--- src/rtl/z80_bus_arbiter_pkg.sv ---
// Shared types and defaults for the Z80 memory-port arbiter.
package z80_bus_pkg;

  typedef enum logic [1:0] {
    IDLE,
    REQ,
    GRANT,
    RELEASE
  } arb_state_t;

  localparam logic OWNER_CPU = 1'b0;
  localparam logic OWNER_DMA = 1'b1;

  localparam int DEF_GAP_CYCLES = 8;
  localparam int DEF_MAX_HOLD   = 100;

endpackage

--- src/rtl/z80_bus_arbiter_if.sv ---
// CPU / DMA / memory signal bundle seen by the arbiter; master is the arbiter side.
interface z80_bus_arbiter_if;

  logic        cpu_busrq_n;
  logic        cpu_busak_n;
  logic [15:0] cpu_a;
  logic [7:0]  cpu_do;
  logic        cpu_mreq_n;
  logic        cpu_wr_n;
  logic        dma_req;
  logic        dma_gnt;
  logic [15:0] dma_a;
  logic [7:0]  dma_do;
  logic        dma_wr;
  logic [15:0] mem_a;
  logic [7:0]  mem_wdata;
  logic        mem_we;
  logic        mem_owner;
  logic        hold_err;

  modport master (
    output cpu_busrq_n, dma_gnt, mem_a, mem_wdata, mem_we, mem_owner, hold_err,
    input  cpu_busak_n, cpu_a, cpu_do, cpu_mreq_n, cpu_wr_n,
    input  dma_req, dma_a, dma_do, dma_wr
  );

  modport slave (
    input  cpu_busrq_n, dma_gnt, mem_a, mem_wdata, mem_we, mem_owner, hold_err,
    output cpu_busak_n, cpu_a, cpu_do, cpu_mreq_n, cpu_wr_n,
    output dma_req, dma_a, dma_do, dma_wr
  );

endinterface

--- src/rtl/z80_bus_arbiter_mux.sv ---
// Combinational owner select for the shared memory port.
module z80_bus_mux
  import z80_bus_pkg::*;
(
  input  logic        owner,
  input  logic        gnt,
  input  logic [15:0] cpu_a,
  input  logic [7:0]  cpu_do,
  input  logic        cpu_mreq_n,
  input  logic        cpu_wr_n,
  input  logic [15:0] dma_a,
  input  logic [7:0]  dma_do,
  input  logic        dma_wr,
  output logic [15:0] mem_a,
  output logic [7:0]  mem_wdata,
  output logic        mem_we
);

  // DMA writes are gated by the grant so the RELEASE drain never writes.
  assign mem_a     = (owner == OWNER_DMA) ? dma_a  : cpu_a;
  assign mem_wdata = (owner == OWNER_DMA) ? dma_do : cpu_do;
  assign mem_we    = (owner == OWNER_DMA) ? (dma_wr & gnt) : (~cpu_mreq_n & ~cpu_wr_n);

endmodule

--- src/rtl/z80_bus_arbiter.sv ---
// BUSRQ/BUSAK sequencer sharing the memory port between the CPU and one DMA master.
// Optional tenure limit enabled by defining HOLD_LIMIT_EN.
module z80_bus_arbiter
  import z80_bus_pkg::*;
#(
  parameter int GAP_CYCLES = DEF_GAP_CYCLES,
  parameter int MAX_HOLD   = DEF_MAX_HOLD
) (
  input logic               clk,
  input logic               reset_n,
  z80_bus_arbiter_if.master bus
);

  localparam int GW       = (GAP_CYCLES > 2) ? $clog2(GAP_CYCLES) : 1;
  localparam int GAP_LOAD = (GAP_CYCLES > 0) ? GAP_CYCLES - 1 : 0;

  arb_state_t    state;
  logic          busrq_n;
  logic          gnt;
  logic          owner;
  logic [GW-1:0] gap;
  logic          req_ok;

`ifdef HOLD_LIMIT_EN
  localparam int HW = (MAX_HOLD > 2) ? $clog2(MAX_HOLD) : 1;

  logic [HW-1:0] hold;
  logic          hold_err;
  logic          need_drop;

  // After a forced release the DMA must drop its request before asking again.
  assign req_ok       = bus.dma_req & ~need_drop;
  assign bus.hold_err = hold_err;
`else
  assign req_ok       = bus.dma_req;
  assign bus.hold_err = 1'b0;
`endif

  always_ff @(posedge clk or negedge reset_n) begin
    if (!reset_n) begin
      state   <= IDLE;
      busrq_n <= 1'b1;
      gnt     <= 1'b0;
      owner   <= OWNER_CPU;
      gap     <= '0;
`ifdef HOLD_LIMIT_EN
      hold      <= '0;
      hold_err  <= 1'b0;
      need_drop <= 1'b0;
`endif
    end else begin
`ifdef HOLD_LIMIT_EN
      if (!bus.dma_req) need_drop <= 1'b0;
`endif
      case (state)
        IDLE: begin
          if (req_ok && gap == '0) begin
            state   <= REQ;
            busrq_n <= 1'b0;
          end else if (gap != '0) begin
            gap <= gap - 1'b1;
          end
        end
        REQ: begin
          if (!bus.cpu_busak_n) begin
            state <= GRANT;
            gnt   <= 1'b1;
            owner <= OWNER_DMA;
          end else if (!bus.dma_req) begin
            state   <= RELEASE;
            busrq_n <= 1'b1;
          end
        end
        // BUSAK glitches while granted are deliberately ignored.
        GRANT: begin
          if (!bus.dma_req) begin
            state   <= RELEASE;
            gnt     <= 1'b0;
            busrq_n <= 1'b1;
          end
`ifdef HOLD_LIMIT_EN
          else if (hold == HW'(MAX_HOLD - 1)) begin
            state     <= RELEASE;
            gnt       <= 1'b0;
            busrq_n   <= 1'b1;
            hold_err  <= 1'b1;
            need_drop <= 1'b1;
          end else begin
            hold <= hold + 1'b1;
          end
`endif
        end
        RELEASE: begin
          if (bus.cpu_busak_n) begin
            state <= IDLE;
            owner <= OWNER_CPU;
            gap   <= GW'(GAP_LOAD);
`ifdef HOLD_LIMIT_EN
            hold  <= '0;
`endif
          end
        end
        default: state <= IDLE;
      endcase
    end
  end

  assign bus.cpu_busrq_n = busrq_n;
  assign bus.dma_gnt     = gnt;
  assign bus.mem_owner   = owner;

  z80_bus_mux u_mux (
    .owner      (owner),
    .gnt        (gnt),
    .cpu_a      (bus.cpu_a),
    .cpu_do     (bus.cpu_do),
    .cpu_mreq_n (bus.cpu_mreq_n),
    .cpu_wr_n   (bus.cpu_wr_n),
    .dma_a      (bus.dma_a),
    .dma_do     (bus.dma_do),
    .dma_wr     (bus.dma_wr),
    .mem_a      (bus.mem_a),
    .mem_wdata  (bus.mem_wdata),
    .mem_we     (bus.mem_we)
  );

endmodule
--- src/flat_wrapper.sv ---
// flat-port wrapper written by rule: the top's interface ports become plain ports
module z80_bus_arbiter_flat import z80_bus_pkg::*;
#(
  parameter int GAP_CYCLES = DEF_GAP_CYCLES,
  parameter int MAX_HOLD   = DEF_MAX_HOLD
)
  (clk, reset_n, bus_cpu_busrq_n, bus_dma_gnt, bus_mem_a, bus_mem_wdata, bus_mem_we, bus_mem_owner, bus_hold_err, bus_cpu_busak_n, bus_cpu_a, bus_cpu_do, bus_cpu_mreq_n, bus_cpu_wr_n, bus_dma_req, bus_dma_a, bus_dma_do, bus_dma_wr);
  z80_bus_arbiter_if bus_i ();
  input logic clk;
  input logic reset_n;
  output wire logic [$bits(bus_i.cpu_busrq_n)-1:0] bus_cpu_busrq_n;
  output wire logic [$bits(bus_i.dma_gnt)-1:0] bus_dma_gnt;
  output wire logic [$bits(bus_i.mem_a)-1:0] bus_mem_a;
  output wire logic [$bits(bus_i.mem_wdata)-1:0] bus_mem_wdata;
  output wire logic [$bits(bus_i.mem_we)-1:0] bus_mem_we;
  output wire logic [$bits(bus_i.mem_owner)-1:0] bus_mem_owner;
  output wire logic [$bits(bus_i.hold_err)-1:0] bus_hold_err;
  input wire logic [$bits(bus_i.cpu_busak_n)-1:0] bus_cpu_busak_n;
  input wire logic [$bits(bus_i.cpu_a)-1:0] bus_cpu_a;
  input wire logic [$bits(bus_i.cpu_do)-1:0] bus_cpu_do;
  input wire logic [$bits(bus_i.cpu_mreq_n)-1:0] bus_cpu_mreq_n;
  input wire logic [$bits(bus_i.cpu_wr_n)-1:0] bus_cpu_wr_n;
  input wire logic [$bits(bus_i.dma_req)-1:0] bus_dma_req;
  input wire logic [$bits(bus_i.dma_a)-1:0] bus_dma_a;
  input wire logic [$bits(bus_i.dma_do)-1:0] bus_dma_do;
  input wire logic [$bits(bus_i.dma_wr)-1:0] bus_dma_wr;
  assign bus_cpu_busrq_n = bus_i.cpu_busrq_n;
  assign bus_dma_gnt = bus_i.dma_gnt;
  assign bus_mem_a = bus_i.mem_a;
  assign bus_mem_wdata = bus_i.mem_wdata;
  assign bus_mem_we = bus_i.mem_we;
  assign bus_mem_owner = bus_i.mem_owner;
  assign bus_hold_err = bus_i.hold_err;
  assign bus_i.cpu_busak_n = bus_cpu_busak_n;
  assign bus_i.cpu_a = bus_cpu_a;
  assign bus_i.cpu_do = bus_cpu_do;
  assign bus_i.cpu_mreq_n = bus_cpu_mreq_n;
  assign bus_i.cpu_wr_n = bus_cpu_wr_n;
  assign bus_i.dma_req = bus_dma_req;
  assign bus_i.dma_a = bus_dma_a;
  assign bus_i.dma_do = bus_dma_do;
  assign bus_i.dma_wr = bus_dma_wr;
  z80_bus_arbiter #(.GAP_CYCLES(GAP_CYCLES), .MAX_HOLD(MAX_HOLD)) u_core (.clk(clk), .reset_n(reset_n), .bus(bus_i));
endmodule
--- config.mk ---
export PLATFORM = sky130hd
export DESIGN_NAME = z80_bus_arbiter_flat
export DESIGN_NICKNAME = d
export VERILOG_FILES = /design/src/rtl/z80_bus_arbiter_pkg.sv /design/src/rtl/z80_bus_arbiter_if.sv /design/src/rtl/z80_bus_arbiter_mux.sv /design/src/rtl/z80_bus_arbiter.sv /design/src/flat_wrapper.sv
export SDC_FILE = /design/constraint.sdc
export NUM_CORES = 1
export LEC_CHECK = 0
export ABC_AREA = 0
export CAP_MARGIN = 20
export CORE_ASPECT_RATIO = 0.75
export CORE_MARGIN = 2
export CORE_UTILIZATION = 32
export CTS_CLUSTER_DIAMETER = 30
export DETAILED_ROUTE_END_ITERATION = 8
export GPL_TIMING_DRIVEN = 0
export PLACE_DENSITY = 0.85
export SYNTH_ARGS = -nofsm -noshare
export SYNTH_HDL_FRONTEND = slang
export SYNTH_SLANG_ARGS = --single-unit
--- constraint.sdc ---
create_clock -name clk -period 3.8 [get_ports clk]
set_clock_uncertainty 0.2 [all_clocks]
set_input_delay 0.76 -clock clk [delete_from_list [all_inputs] [get_ports clk]]
set_output_delay 0.76 -clock clk [all_outputs]
set_load 0.05 [all_outputs]
==> results of run 1 <==
-- Yosys cell counts, drive strengths merged (2+ instances only) --
library cell,n
a211oi,2
a21oi,12
buf,4
dfrtp,7
ha,6
inv,6
mux2,24
mux2i,2
nand2b,5
nor2,3
nor2b,2
o21ai,2
-- final cells by class --
cell class | instances | area (µm²) | area share [%]
multi-input cells | 73 | 618 | 35.0
flip-flops and latches | 8 | 201 | 11.4
well taps | 36 | 45.0 | 2.55
plain buffers | 5 | 31.3 | 1.77
repair buffers | 82 | 821 | 46.5
inverters | 6 | 22.5 | 1.28
clock buffers | 4 | 26.3 | 1.49
-- layer usage --
layer / routed length (µm) / global-route usage [%] / up-vias
met5: 0 / 0 / -
met1: 1230 / 22.2 / 482
met4: 12 / 3.90 / 0
li1: - / - / 505
met2: 1610 / 35.1 / 44
met3: 281 / 7.16 / 2
-- worst max-delay path by stage --
stage / slack [ns] / cells after the start / to / start
detailed placement: 0.61 / 3 / bus_mem_we / bus_cpu_wr_n
finish: 0.62 / 3 / bus_mem_we / bus_cpu_wr_n
global route: 0.57 / 3 / bus_mem_we / bus_cpu_wr_n
floorplan: 0.64 / 3 / bus_mem_we / u_core.bus.mem_owner
CTS: 0.61 / 3 / bus_mem_we / bus_cpu_wr_n
global placement: 0.62 / 3 / bus_mem_we / bus_cpu_wr_n
-- worst max-delay path, stage by stage --
cell and delay [ns]:
clkdlybuf4s50_1 0.39, o31ai_1 0.22, clkdlybuf4s50_1 0.84
-- per-stage QoR --
step / setup WS [ns] / area, µm² / hold slack (ns) / total power, mW / std cells
2_1_floorplan: 0.636 / 873 / 0.264 / 0.708 / 92
3_3_place_gp: 0.618 / 1740 / 0.288 / 0.930 / 210
3_5_place_dp: 0.608 / 1740 / 0.298 / 0.952 / 210
4_1_cts: 0.608 / 1770 / 0.307 / 1.03 / 214
5_1_grt: 0.567 / 1770 / 0.328 / 1.09 / 214
6_report: 0.616 / 1770 / 0.301 / 1.02 / 214
-- where the power goes --
part	total, mW	internal (mW)	switching [mW]
sequential	0.157	0.127	0.0300
combinational	0.793	0.337	0.456
clock	0.0729	0.0403	0.0326
total	1.02	0.504	0.519
-- sequential cells by signal (all words and copies together), names as in the netlist --
register / cells
u_core.state: 2
u_core.bus.cpu_busrq_n: 1
u_core.gap: 3
u_core.bus.mem_owner: 1
u_core.bus.dma_gnt: 1
-- logic make-up after synthesis --
group	after synthesis	share of synthesized area [%]
compound gates	24	17.9
fa+ha+maj	6	8.60
buf+inv	11	6.16
flops	8	23.1
mux	26	33.2
other cells	1	0.429
simple gates	16	10.6
==> flow_summary.json, run 1 <==
{
  "status": "complete, no violations",
  "power_density_mw_per_mm2": 579,
  "synthTopCellsByArea": "mux2_2 (28%), dfrtp_1 (20%), ha_1 (8.6%)",
  "htreeDepth": 1,
  "reg2reg_from": "u_core.state[0]",
  "final_util_pct": 67.8,
  "hold_viol": 0,
  "routed_wl_um": 3140,
  "insertion_delay_ns": 0.27,
  "core_area_mm2": 0.00260,
  "synth_top_area_share_pct": 28.4,
  "maxCapViolations": 0,
  "synth_flop_cell": "dfrtp_1",
  "syn_inst": 92,
  "firstDrtPassIters": 4,
  "cts_max_path_buffers": 2,
  "num_rows": 16,
  "grt_overflow": 0,
  "start_util_pct": 33.6,
  "rsz0062_at_grt": "no",
  "vias": 1033,
  "drtIter0Drc": 23,
  "arrival_ns": 2.22,
  "drc": 0,
  "nets": 240,
  "peakVddDrop_mv": 0.347,
  "placement.io_buffers": 82,
  "hold_depth": 2,
  "ys_async_sr_fraction_pct": 100,
  "cellLeakagePower_nw": 0.725,
  "path_clk_slew_ns": 0.05,
  "yosys_register_bits": 8,
  "tightestPinTransition_ns": 0.522,
  "cts_inserted_buffers": 3,
  "drive_gt1_share_pct": 18.5,
  "grt_max_degree": 11,
  "ys_types": 32,
  "hold_buffers": 0,
  "period_needed_ns": 3.18,
  "post-cts-setup-buffers": 0,
  "fin_crit_sh_pct": 83.8,
  "synth_top_area_cell": "mux2_2",
  "endpoint_kind": "output pin",
  "finalSetupTns_ns": 0,
  "wl_per_cell_um": 14.7,
  "ys_warn_count": 0,
  "die-area_mm2": 0.00317,
  "root_buffer": "clkbuf_4",
  "grt.total_usage_pct": 19.5,
  "critPathRequiredTime_ns": 2.84,
  "cts_tree": "yes",
  "hold_class": "register to register",
  "gp_congestion": 0.830,
  "grt_pass1_vias": 989,
  "setup_violations": 0,
  "diodes": 0,
  "slew_violations": 0,
  "syn_area_per_cell_um2": 9.49,
  "reg2reg_depth": 4,
  "hp-start": "u_core.bus.cpu_busrq_n",
  "layout_common_cells": "clkdlybuf4s50_1 (82), mux2_2 (22), a21oi_1 (11), dfrtp_1 (7)",
  "cts_resized": 0,
  "seq_area_frac_synth_pct": 23.1,
  "fillCellCount": 209,
  "io_pins": 84,
  "cp_max_fo": 1,
  "relSlewSlack_pct": 65.1,
  "viasPerCell": 4.83,
  "fmax_ghz": 0.314,
  "hpwl_um": 2660,
  "grt_pass1_wl_um": 4840,
  "startpoint_type": "input port",
  "synth-edff-count": 0,
  "dieHeight_um": 49.2,
  "ant_nets": 0,
  "layout_commonest_cell": "clkdlybuf4s50_1",
  "die_width_um": 64.3,
  "rr_endpoint": "u_core.state[0]",
  "cts_sinks": 8,
  "r2r_slack_ns": 2.06,
  "antenna_found_initial": 0,
  "syn_to_final_growth_pct": 102,
  "syn_area_um2": 873,
  "critPathKind": "input port to output pin",
  "syn_nets": 153,
  "hold_end": "u_core.bus.cpu_busrq_n"
}
(Power assumes the default switching activity.)
==> run 2: changes to the inputs <==
CORE_UTILIZATION = 27   (was 32)
PLACE_DENSITY = 0.77   (was 0.85)
clock period = 2.9 ns   (was 3.8 ns; I/O delays follow)
==> run 2 against run 1 <==
Compared with the run above:
- via count down 0.97%
- register-to-register slack worse by 0.96 ns
- die area increased by 17%
- highest routed layer unchanged
- setup slack worse by 0.49 ns
- combinational power increased by 31%
- sequential power increased by 34%
- clock power increased by 99%
- first-iteration DRC count is 4.3% higher
- global-route usage is 1.1 points lower
- critical path depth did not move
- routed wire length up 16%
- cell count grew 0.93%
==> flow_summary.json, run 2 (same netlist as run 1, synthesis figures left out) <==
{
  "status": "complete, no violations",
  "hold_end": "u_core.bus.cpu_busrq_n",
  "endpoint_kind": "output pin",
  "peakVddDrop_mv": 0.495,
  "path_clk_slew_ns": 0.04,
  "antenna_found_initial": 0,
  "layout_common_cells": "clkdlybuf4s50_1 (65), mux2_2 (22), dlymetal6s2s_1 (16), a21oi_1 (11), dfrtp_1 (7)",
  "cellLeakagePower_nw": 0.884,
  "placement.io_buffers": 82,
  "nets": 240,
  "critPathRequiredTime_ns": 2.12,
  "dieHeight_um": 53.3,
  "reg2reg_from": "u_core.state[0]",
  "routed_wl_um": 3640,
  "power.total_mw": 1.40,
  "drive_gt1_share_pct": 19.1,
  "setup_ws_ns": 0.121,
  "r2r_slack_ns": 1.10,
  "wl_per_cell_um": 16.8,
  "grt_pass1_wl_um": 5200,
  "syn_to_final_growth_pct": 110,
  "hold_depth": 2,
  "final_util_pct": 60.6,
  "power_density_mw_per_mm2": 763,
  "drc": 0,
  "root_buffer": "clkbuf_8",
  "maxCapViolations": 0,
  "cts_resized": 1,
  "gp_congestion": 0.912,
  "drtIter0Drc": 24,
  "hold_buffers": 0,
  "slew_violations": 0,
  "hold_class": "register to register",
  "dp_slack_ns": 0.0508,
  "regMostFlops": "u_core.gap",
  "die_width_um": 69.7,
  "num_rows": 17,
  "arrival_ns": 2.00,
  "grt_overflow": 0,
  "relSlewSlack_pct": 63.8,
  "period_needed_ns": 2.78,
  "viasPerCell": 4.74,
  "fmax_ghz": 0.360,
  "post-cts-setup-buffers": 0,
  "start_util_pct": 28.9,
  "vias": 1023,
  "cts_tree": "yes",
  "fin_crit_sh_pct": 95.8,
  "grt_pass1_vias": 973,
  "io_pins": 84,
  "finalSetupTns_ns": 0,
  "layout_commonest_cell": "clkdlybuf4s50_1",
  "fillCellCount": 245,
  "ant_nets": 0,
  "critPathKind": "input port to output pin",
  "cp_max_fo": 1,
  "cts_inserted_buffers": 3,
  "cts_sinks": 8,
  "hp-start": "u_core.bus.cpu_busrq_n",
  "rr_endpoint": "u_core.state[0]",
  "tightestPinTransition_ns": 0.541,
  "hpwl_um": 2930,
  "reg2reg_depth": 4,
  "startpoint_type": "input port",
  "core_area_mm2": 0.00302,
  "die-area_mm2": 0.00371,
  "cts_max_path_buffers": 2,
  "rsz0062_at_grt": "no",
  "htreeDepth": 1,
  "grt.total_usage_pct": 18.4,
  "firstDrtPassIters": 4,
  "largest_reg_flops": 3,
  "grt_max_degree": 11,
  "insertion_delay_ns": 0.23,
  "hold_slack_ns": 0.308,
  "diodes": 0,
  "hold_viol": 0,
  "setup_violations": 0,
  "largestRegisters": "u_core.gap: 3 flops, u_core.state: 2 flops"
}
==> run 2: per-stage QoR <==
stage,instances,area (µm²)
after CTS,216,1790
after floorplan,92,878
after detailed placement,212,1750
after global placement,212,1750
after global routing,216,1830
final,216,1830
==> run 2: how the worst max path moves through the flow <==
stage / start / end / slack [ns] / cells after the start
finish: bus_cpu_a[15] / bus_mem_a[15] / 0.12 / 3
global route: bus_cpu_a[0] / bus_mem_a[0] / 0.11 / 3
CTS: u_core.bus.mem_owner / bus_mem_wdata[0] / 0.02 / 4
detailed placement: bus_cpu_wr_n / bus_mem_we / 0.05 / 3
global placement: bus_cpu_wr_n / bus_mem_we / 0.08 / 3
floorplan: u_core.bus.mem_owner / bus_mem_we / 0.34 / 3
==> run 2: metal layers <==
| layer | part of all wire, % | routed length, µm | GRT usage [%] | vias to the layer above |
|---|---|---|---|---|
| li1 | - | - | - | 507 |
| met1 | 49 | 1770 | 25.5 | 466 |
| met2 | 44 | 1610 | 30.0 | 48 |
| met3 | 6.8 | 247 | 4.19 | 2 |
| met4 | 0.47 | 17 | 2.88 | 0 |
| met5 | 0 | 0 | 0 | - |
==> run 2: critical path: stages <==
cell and delay [ns]:
clkdlybuf4s50_1 0.46, mux2_2 0.14, clkdlybuf4s50_1 0.82
==> run 2: power breakdown <==
| group | total, mW | switching (mW) | internal (mW) |
|---|---|---|---|
| combinational | 1.04 | 0.604 | 0.436 |
| clock | 0.145 | 0.0497 | 0.0958 |
| sequential | 0.211 | 0.0444 | 0.166 |
| total | 1.40 | 0.698 | 0.698 |
==> run 2: layout make-up <==
| type | instances | area, µm² | area share [%] |
|---|---|---|---|
| Multi-Input combinational cell | 73 | 623 | 34.0 |
| Sequential cell | 8 | 201 | 11.0 |
| Buffer | 5 | 31.3 | 1.71 |
| Timing Repair Buffer | 82 | 860 | 47.0 |
| Clock buffer | 4 | 45.0 | 2.46 |
| Inverter | 6 | 22.5 | 1.23 |
| Tap cell | 38 | 47.5 | 2.60 |
==> run 3: changes to the inputs <==
CORE_MARGIN = default   (was 2)
==> run 3 against run 2 <==
Compared with the run above:
- sequential power is essentially flat
- cell count is the same
- clock power is essentially flat
- cell area is the same
- setup slack gained 0.011 ns
- power grew 0.25%
- sequential share of layout area is the same
- register-to-register slack is essentially flat
- utilization grew 0.43 points
- routed wire length shrank 3.9%
- critical path depth is the same
==> flow_summary.json, run 3 (same netlist as run 1, synthesis figures left out) <==
{
  "status": "complete, no violations",
  "fmax_ghz": 0.361,
  "io_pins": 84,
  "nets": 240,
  "finalSetupTns_ns": 0,
  "cellLeakagePower_nw": 0.884,
  "hold_class": "register to register",
  "ant_nets": 0,
  "start_util_pct": 29.1,
  "power_density_mw_per_mm2": 765,
  "hold_slack_ns": 0.312,
  "arrival_ns": 1.99,
  "diodes": 0,
  "path_clk_slew_ns": 0.04,
  "cp_max_fo": 1,
  "grt_pass1_vias": 956,
  "reg2reg_depth": 4,
  "largest_reg_flops": 3,
  "grt_pass1_wl_um": 4850,
  "num_rows": 17,
  "endpoint_kind": "output pin",
  "critPathKind": "input port to output pin",
  "firstDrtPassIters": 4,
  "tightestPinTransition_ns": 0.532,
  "hold_depth": 2,
  "largestRegisters": "u_core.gap: 3 flops, u_core.state: 2 flops",
  "vias": 1037,
  "crit_path_frequent_cell": "clkdlybuf4s50_1",
  "rsz0062_at_grt": "no",
  "drive_gt1_share_pct": 19.1,
  "crit_chain": "clkdlybuf4s50_1 -> mux2_2 -> clkdlybuf4s50_1",
  "regMostFlops": "u_core.gap",
  "r2r_slack_ns": 1.11,
  "gp_congestion": 0.859,
  "hold_end": "u_core.bus.cpu_busrq_n",
  "drtIter0Drc": 43,
  "peakVddDrop_mv": 0.629,
  "cpLargestDelayFamily": "buffers and inverters",
  "fin_crit_sh_pct": 95.4,
  "setup_violations": 0,
  "final_util_pct": 61.0,
  "relSlewSlack_pct": 64.5,
  "reg2reg_from": "u_core.state[0]",
  "cts_max_path_buffers": 2,
  "hpwl_um": 2690,
  "post-cts-setup-buffers": 0,
  "startpoint_type": "input port",
  "cts_inserted_buffers": 3,
  "maxCapViolations": 0,
  "cts_tree": "yes",
  "root_buffer": "clkbuf_8",
  "dieHeight_um": 51.3,
  "die_width_um": 67.7,
  "antenna_found_initial": 0,
  "wl_per_cell_um": 16.2,
  "grt_max_degree": 11,
  "grt_overflow": 0,
  "placement.io_buffers": 82,
  "cp_num_buf_inv": 2,
  "layout_commonest_cell": "clkdlybuf4s50_1",
  "cp_slowest_stage_delay_ns": 0.80,
  "fin_area_mm2": 0.00183,
  "hp-start": "u_core.bus.cpu_busrq_n",
  "hold_viol": 0,
  "layout_common_cells": "clkdlybuf4s50_1 (65), mux2_2 (22), dlymetal6s2s_1 (16), a21oi_1 (11), dfrtp_1 (7)",
  "htreeDepth": 1,
  "die-area_mm2": 0.00347,
  "drc": 0,
  "core_area_mm2": 0.00300,
  "place_area_mm2": 0.00175,
  "rr_endpoint": "u_core.state[0]",
  "syn_to_final_growth_pct": 110,
  "slew_violations": 0,
  "crit_slowest_cell": "clkdlybuf4s50_1",
  "grt.total_usage_pct": 19.1,
  "viasPerCell": 4.80,
  "critPathRequiredTime_ns": 2.12,
  "routed_wl_um": 3500,
  "insertion_delay_ns": 0.24,
  "period_needed_ns": 2.77,
  "cts_sinks": 8
}
run 3: cell counts in the layout (fill, tap and decap cells not counted):
No cell type changed its count.
run 3: worst max-delay path by stage:
stage | start | to | slack (ns) | cells past startpoint
global placement | bus_cpu_wr_n | bus_mem_we | 0.08 | 3
global route | bus_cpu_a[0] | bus_mem_a[0] | 0.11 | 3
CTS | u_core.bus.mem_owner | bus_mem_wdata[2] | 0.0006 | 4
finish | bus_cpu_a[5] | bus_mem_a[5] | 0.13 | 3
detailed placement | bus_cpu_wr_n | bus_mem_we | 0.07 | 3
floorplan | u_core.bus.mem_owner | bus_mem_we | 0.34 | 3
run 3: timing repair:
action / CTS / global route
gates resized for setup: 1 / 16
hold buffers: 0 / 0
setup endpoints to repair: 1 / 16
run 3: worst register-to-register path, delay by kind of cell, from the launching register on:
| family | cells | cell delay (ns) |
|---|---|---|
| AOI/OAI and AO/OA | 2 | 0.53 |
| DFF | 1 | 0.41 |
| and+or+nand+nor | 1 | 0.20 |
| adders and majority gates | 1 | 0.32 |
run 3: per-stage QoR:
stage / total power, mW / setup slack [ns] / cells
2_1_floorplan: 0.930 / 0.335 / 92
3_3_place_gp: 1.22 / 0.0779 / 212
3_5_place_dp: 1.25 / 0.0663 / 212
4_1_cts: 1.41 / 0.000568 / 216
5_1_grt: 1.48 / 0.109 / 216
6_report: 1.40 / 0.132 / 216
run 3: power by group:
group / internal (mW) / switching (mW) / leakage [nW] / total, mW
combinational: 0.436 / 0.607 / 0.774 / 1.04
sequential: 0.166 / 0.0430 / 0.0873 / 0.209
clock: 0.0959 / 0.0516 / 0.0228 / 0.148
total: 0.698 / 0.702 / 0.884 / 1.40
run 3: per-layer routing:
metal  vias to the layer above  track usage, %  part of all wire, %  wire [µm]
met5                         -               0                    0          0
met4                         0            5.32                 0.83         29
met3                         3            6.92                   12        413
met2                        58            30.7                   45       1590
met1                       471            23.6                   42       1460
li1                        505               -                    -          -
run 3: final cells by class:
cell class / count / area [µm²]
buffer: 5 / 31.3
clock buffer: 4 / 45.0
fill: 240 / 1170
inverter: 6 / 22.5
multi-input combinational: 73 / 623
sequential: 8 / 201
tap: 38 / 47.5
timing repair buffer: 82 / 860
